===== src/rtl/exec_unit.sv =====
// ---------------------------------------------------------------------------
// exec_unit
//  Execute/write-back stage of the 4-bit processor. It accepts one decoded
//  instruction per handshake and runs it through a fixed four-state sequence:
//  IDLE -> READ -> EXEC -> WB -> IDLE.
//
//  Each instruction reads the selected register and adds or subtracts a
//  zero-extended immediate. The result is written back to the same register.
//  The LED bus shows {flag, result} of the last committed instruction. The flag
//  is the carry for an add and the borrow for a subtract.
//
// Ports
//  clk          in   system clock; all state changes on its rising edge
//  rst          in   asynchronous, active-low reset
//  instr_valid  in   upstream presents a decoded instruction
//  instr_ready  out  high only in IDLE; a handshake is valid & ready at an edge
//  reg_sel      in   source/destination register (0 = R0, 1 = R1)
//  oper         in   0 = add, 1 = subtract
//  number       in   immediate operand, zero-extended to DATA_W
//  busy         out  an instruction is in flight (READ/EXEC/WB)
//  done         out  one-cycle pulse on the cycle after write-back commits
//  led          out  {flag, result} of the last committed instruction
//  r0, r1       out  current register contents
// ---------------------------------------------------------------------------
module exec_unit #(
  parameter int DATA_W = 4,
  parameter int IMM_W  = 2,
  parameter int LED_W  = DATA_W + 1
) (
  input  logic              clk,
  input  logic              rst,
  input  logic              instr_valid,
  output logic              instr_ready,
  input  logic              reg_sel,
  input  logic              oper,
  input  logic [IMM_W-1:0]  number,
  output logic              busy,
  output logic              done,
  output logic [LED_W-1:0]  led,
  output logic [DATA_W-1:0] r0,
  output logic [DATA_W-1:0] r1
);

  typedef enum logic [1:0] {
    S_IDLE = 2'd0,
    S_READ = 2'd1,
    S_EXEC = 2'd2,
    S_WB   = 2'd3
  } state_t;

  state_t              state_q, state_d;
  logic                sel_q, sel_d;
  logic                oper_q, oper_d;
  logic [IMM_W-1:0]    num_q, num_d;
  logic [DATA_W-1:0]   opa_q, opa_d;
  logic [DATA_W:0]     res_q, res_d;   // {flag, result}
  logic [LED_W-1:0]    led_q, led_d;
  logic                done_q, done_d;
  logic                wr_en;
  logic [1:0]          wr_hit;
  logic [DATA_W-1:0]   reg_q [2];
  logic [DATA_W:0]     a_ext;
  logic [DATA_W:0]     imm_ext;

  // The operands are widened by one bit. Bit DATA_W of the sum is the carry.
  // Bit DATA_W of the difference is the borrow.
  assign a_ext   = {1'b0, opa_q};
  assign imm_ext = {{(DATA_W + 1 - IMM_W){1'b0}}, num_q};

  // Next-state and outputs
  always_comb begin
    state_d     = state_q;
    sel_d       = sel_q;
    oper_d      = oper_q;
    num_d       = num_q;
    opa_d       = opa_q;
    res_d       = res_q;
    led_d       = led_q;
    done_d      = 1'b0;
    wr_en       = 1'b0;
    instr_ready = 1'b0;
    busy        = 1'b0;

    case (state_q)
      S_IDLE: begin
        instr_ready = 1'b1;
        if (instr_valid) begin
          // Instruction fields are captured only here. Later changes to the
          // inputs cannot reach the instruction that is in flight.
          sel_d   = reg_sel;
          oper_d  = oper;
          num_d   = number;
          state_d = S_READ;
        end
      end
      S_READ: begin
        busy    = 1'b1;
        opa_d   = sel_q ? reg_q[1] : reg_q[0];
        state_d = S_EXEC;
      end
      S_EXEC: begin
        busy    = 1'b1;
        res_d   = oper_q ? (a_ext - imm_ext) : (a_ext + imm_ext);
        state_d = S_WB;
      end
      S_WB: begin
        busy    = 1'b1;
        wr_en   = 1'b1;
        led_d   = res_q;
        done_d  = 1'b1;
        state_d = S_IDLE;
      end
      default: state_d = S_IDLE;
    endcase
  end

  always_ff @(posedge clk or negedge rst) begin
    if (!rst) begin
      state_q <= S_IDLE;
      sel_q   <= 1'b0;
      oper_q  <= 1'b0;
      num_q   <= '0;
      opa_q   <= '0;
      res_q   <= '0;
      led_q   <= '0;
      done_q  <= 1'b0;
    end else begin
      state_q <= state_d;
      sel_q   <= sel_d;
      oper_q  <= oper_d;
      num_q   <= num_d;
      opa_q   <= opa_d;
      res_q   <= res_d;
      led_q   <= led_d;
      done_q  <= done_d;
    end
  end

  // Write-enable per register. Only the latched selection can be written.
  // The other register is never touched.
  generate
    for (genvar gi = 0; gi < 2; gi++) begin : g_wr_hit
      assign wr_hit[gi] = wr_en & (sel_q == 1'(gi));
    end
  endgenerate

  always_ff @(posedge clk or negedge rst) begin
    if (!rst) begin
      reg_q[0] <= '0;
      reg_q[1] <= '0;
    end else begin
      for (int i = 0; i < 2; i++) begin
        if (wr_hit[i]) reg_q[i] <= res_q[DATA_W-1:0];
      end
    end
  end

  assign done = done_q;
  assign led  = led_q;
  assign r0   = reg_q[0];
  assign r1   = reg_q[1];

endmodule


===== config.mk =====
export PLATFORM = sky130hd
export DESIGN_NAME = exec_unit
export DESIGN_NICKNAME = d
export VERILOG_FILES = /design/src/rtl/exec_unit.sv
export SDC_FILE = /design/constraint.sdc
export NUM_CORES = 1
export LEC_CHECK = 0
export CAP_MARGIN = 15
export CORE_MARGIN = 2
export CORE_UTILIZATION = 35
export DETAILED_ROUTE_END_ITERATION = 10
export DONT_BUFFER_PORTS = 1
export GPL_ROUTABILITY_DRIVEN = 0
export HOLD_SLACK_MARGIN = 0.03
export SLEW_MARGIN = 30
export SYNTH_ARGS = -nofsm -noshare
export SYNTH_HDL_FRONTEND = slang
export SYNTH_SLANG_ARGS = --single-unit

===== constraint.sdc =====
create_clock -name clk -period 2.3 [get_ports clk]
set_clock_uncertainty 0.2 [all_clocks]
set_input_delay 0.46 -clock clk [delete_from_list [all_inputs] [get_ports clk]]
set_output_delay 0.46 -clock clk [all_outputs]
set_load 0.02 [all_outputs]

---- Word-level counts from Yosys, hierarchy flattened ----
Index checks and enable logic that the tools add are counted.
word-level totals
  flip-flop bits (word level) ............. 29
  bits of input ports ..................... 7
cells by class
  $add $sub $neg .......................... 2
  equality and inequality tests ........... 4
  mux-type cells .......................... 7
  bitwise operators ....................... 3
  reduce and logical (&&, ||, !) cells .... 3
operators with widths
  kind                                                 count
  case mux 2 bit (4 select lines)                      1
  adder 4 x 2 -> 5 bit                                 1
  2-to-1 mux 5 bit                                     1
  subtractor 4 x 2 -> 5 bit                            1
  equality test 2 bit, second input constant           2
  2-to-1 mux 4 bit                                     1
  2-to-1 mux 1 bit                                     3
  OR reduction 3 bit                                   1
  bitwise AND 1 bit                                    2
  equality test 2 x 1 -> 1 bit, second input constant  1
  logical NOT 2 bit                                    1
  2-to-1 mux 2 bit                                     1
  inequality test 2 bit, second input constant         1
  AND reduction 2 bit                                  1
  inverter 1 bit                                       1

---- Depth between registers and ports, before layout ----
  word-level depth ........................ 3
  mapped depth ............................ 8
  depth with buffers taken out ............ 8

---- Worst setup path before layout ----
Ideal clock, no wire load.
  path kind ............................... reg-to-reg
  from .................................... register num_q[0]
  to ...................................... register res_q[2]
  arrival time ............................ 1719 ps
  required time ........................... 1975 ps
  setup slack ............................. 256 ps
  stages on the path, launching flop included .. 7
  path buffers ............................ 0
  period minus slack after synthesis ...... 2044 ps
  path through ............................ dfrtp_1 inv_1 ha_1 mux2_2 fa_1 xnor2_1 mux2_2
between the ends
  cells in the longest elaborated chain, start to end .. 2
  elaborated cells on any way between the ends .. 3
  classes of those cells .................. 2 x add/sub; 1 x mux
ends and longest elaborated chain
  what                                                                      line  RTL
  start, declared                                                           54    logic [IMM_W-1:0] num_q, num_d;
  start signal, assigned                                                    131   num_q <= num_d;
  adder 4 x 2 -> 5 bit / subtractor 4 x 2 -> 5 bit (equally long branches)  103   res_d = oper_q ? (a_ext - imm_ext) : (a_ext + imm_ext);
  2-to-1 mux 5 bit *                                                        103
  end signal, assigned                                                      133   res_q <= res_d;
  end, declared                                                             56    logic [DATA_W:0] res_q, res_d;
Every way passes the cells marked *; elsewhere a longest branch is shown, timed or not.
A chain may end at the register's enable or synchronous reset.

---- Worst setup path in the final report ----
Ends and elaborated chain as after synthesis.

==> results.toml <==
[grt]
antenna_found_initial = 0
grt_start_max_net_pins = 30
grt_pass1_wl_um = 4491
grt-ovfl-total = 0
grt_pass1_vias = 942
grt_usage_pct = 14.10

[cts]
cts_buffers = 5
post-cts-setup-buffer-count = 0
cts.sinks = 29
cts.htree.levels = 2
clockBufferDepth = 2
cts_tree = "done"
worst_skew_pair.late_latency_ns = 0.28
root_buffer = "clkbuf_8"
cts.clk_slew.worst_paths_ns = 0.06

[floorplanning]
row_count = 23
die_y_um = 67.56
io_pins = 23
die_w_um = 67.56
die_area_sq_mm = 0.004564
initial_utilization_pct = 35.86
design.core.area_sq_mm = 0.003943

[run_status]
status = "finished clean"

[finish]
layout-drive-gt1-share_pct = 24.80
stdcell_area_sq_mm = 0.001634
fin_nets = 141
syn_to_final_growth_pct = 15.58
antenna_cells = 0

[logic_synthesis]
ys_seq_elements = 29
yosysUniqueCellTypes = 31
syn_avg_cell_area_sq_um = 12.08
synth.top_cell.area_share_pct = 51.33
synth.most_common_cell = "dfrtp_1"
syn_area_sq_mm = 0.001414
synthFlopType = "dfrtp_1"
synthTopCellsByArea = "dfrtp_1 (51%), mux2_2 (14%), ha_1 (8.0%), mux2i_1 (4.2%), inv_1 (3.2%)"
synth-seq-area-share_pct = 51.33
synth_commonest_cells = "dfrtp_1 (29), mux2_2 (17), inv_1 (12)"
synth_top_area_cell = "dfrtp_1"
synthArstFlopShare_pct = 100.0
synth_edf_count = 0
synthCells = 117
syn_nets = 134
ys_warn_count = 0

[worst_setup_path]
crit_family = "adder cells"
cp_slowest_stage_delay_ns = 0.45
cp.arrival_ns = 2.13
start_kind = "flop"
slowest_stage = "fa_1"
worstPathCellList = "inv_1 -> ha_1 -> mux2_2 -> fa_1 -> xnor2_1 -> mux2_2"
crit_fanout = 3
critPathBufInv = 1
crit_type = "reg -> reg"
worst_path_most_repeated_cell = "mux2_2"
critical_path_required_ns = 2.27
worst_setup_path_end_kind = "flop"

[timing]
whs_ns = 0.05622
setup_viol = 0
max_freq_mhz = 462.3
finalCritPeriodShare_pct = 94.05
hold_viol_final = 0
tns_ns = 0
grt_setup_unrepaired = "no"
slew_viol_final = 0
slew_headroom_pct = 76.38
timing.final.crit_period_ns = 2.163
tightest_slew_ns = 0.3544

[power_and_ir_drop]
p_switching_mw = 1.169
clockPowerShare_pct = 18.5
leakage_nw = 0.7403
power_density_mw_per_mm2 = 1793
p_seq_share_pct = 39.5
swShare_pct = 39.92
p_total_mw = 2.930
combPwrFrac_pct = 42.0
intPower_mw = 1.760
worst_ir_drop_vdd_v = 0.0007159

[drt]
routed_via_density = 5.011
vias = 877
routedWlPerCell_um = 15.69
ant_nets = 0
firstDrtPassIters = 3
initialDrtViolationCount = 47
wl_um = 2746
drc_errors = 0

[min_path]
hold_path.class = "in -> reg"

[flow_run]
cap_violations = 0

[placed_design]
placed_cell_area_sq_mm = 0.001470
io_buffers = 0
dp_hpwl_um = 1992
-- sequential cells by signal, summed over array words and instances, names as in the netlist, 2 cells and up --
| register | cells |
|---|---|
| res_q | 5 |
| num_q | 2 |
| state_q | 2 |
| r1 | 4 |
| led | 5 |
| opa_q | 4 |
| r0 | 4 |
-- worst paths after layout --
| check | startpoint | endpoint | slack, ns | cells after the start |
|---|---|---|---|---|
| setup / recovery | num_q[0]$_DFFE_PN0P_ | res_q[2]$_DFFE_PN0P_ | 0.14 | 6 |
| hold / removal | instr_valid | state_q[1]$_DFFE_PN0P_ | 0.06 | 1 |
| setup reg to reg | num_q[0]$_DFFE_PN0P_ | res_q[2]$_DFFE_PN0P_ | 0.14 | 6 |
| hold reg to reg | num_q[1]$_DFFE_PN0P_ | num_q[1]$_DFFE_PN0P_ | 0.33 | 1 |
| max in group asynchronous | rst | led[4]$_DFFE_PN0P_ | 1.30 | 2 |
| min in group asynchronous | rst | res_q[2]$_DFFE_PN0P_ | 0.43 | 2 |
-- area by class of cell --
type / instances / area, sq um
Tap cell: 50 / 62.56
Sequential cell: 29 / 725.7
Timing Repair Buffer: 4 / 45.04
Multi-Input combinational cell: 72 / 639.4
Clock buffer: 7 / 86.33
Clock inverter: 1 / 30.03
Inverter: 12 / 45.04
Fill cell: 375 / 2308
-- layout by cell type (no fill, tap or decap), drive strengths merged --
cell | Yosys | routed
o31ai | 1 | 1
xnor2 | 1 | 1
ha | 9 | 9
buf | 4 | 3
dlygate4sd3 | 0 | 1
nand2b | 2 | 2
o2111ai | 2 | 2
or2b | 2 | 2
bufinv | 0 | 1
nand4bb | 1 | 1
dfrtp | 29 | 29
a21oi | 5 | 5
nand2 | 4 | 4
nand3 | 1 | 1
o21ai | 3 | 3
a31oi | 1 | 1
clkbuf | 0 | 7
nor4bb | 1 | 1
fa | 1 | 1
nor2b | 3 | 3
mux2 | 17 | 17
o311a | 1 | 1
inv | 12 | 12
nand3b | 1 | 1
mux2i | 6 | 6
or3 | 1 | 1
nor2 | 7 | 7
or4 | 1 | 1
nand4 | 1 | 1
-- power groups by stage --
| stage | Sequential, mW | Combinational, mW | Clock (mW) |
|---|---|---|---|
| 2_1_floorplan | 1.08 | 0.986 | 0 |
| 3_3_place_gp | 1.15 | 1.12 | 0 |
| 5_1_grt | 1.21 | 1.40 | 0.581 |
| 3_5_place_dp | 1.17 | 1.18 | 0 |
| 4_1_cts | 1.16 | 1.20 | 0.557 |
| 6_report | 1.16 | 1.23 | 0.541 |
-- kinds of logic (layout without fill, tap and decap cells) --
logic type               count (synthesis)  count (layout)  share of synthesized area [%]
AO/OA/AOI/OAI                           13              13                          5.752
XOR/XNOR                                 1               1                         0.6196
adder cells (fa/ha/maj)                 10              10                          9.381
buffers and inverters                   16              24                          4.690
flip-flops                              29              29                          51.33
multiplexers                            23              23                          17.79
AND/OR/NAND/NOR                         25              25                          10.44
-- timing repair --
action	CTS	global route
setup endpoints to repair	0	1
hold buffers	2	0
gates resized for setup	0	2
endpoints found under the hold margin	29	0
-- metal layers --
layer / GRT usage, % / vias to the layer above / wire (um)
met2: 23.41 / 17 / 1404
met1: 16.12 / 442 / 1154
met5: 0 / - / 0
li1: - / 413 / -
met3: 5.833 / 5 / 146
met4: 5.357 / 0 / 40
-- stage by stage --
| step | setup slack (ns) | std cells | utilization, % |
|---|---|---|---|
| 2_1_floorplan | 0.2558 | 117 | - |
| 3_3_place_gp | 0.1648 | 165 | 37.29 |
| 3_5_place_dp | 0.09994 | 165 | 37.29 |
| 4_1_cts | 0.07438 | 175 | 41.00 |
| 5_1_grt | 0.02317 | 175 | 41.45 |
| 6_report | 0.1369 | 175 | 41.45 |
Power figures use the tool's default switching activity.
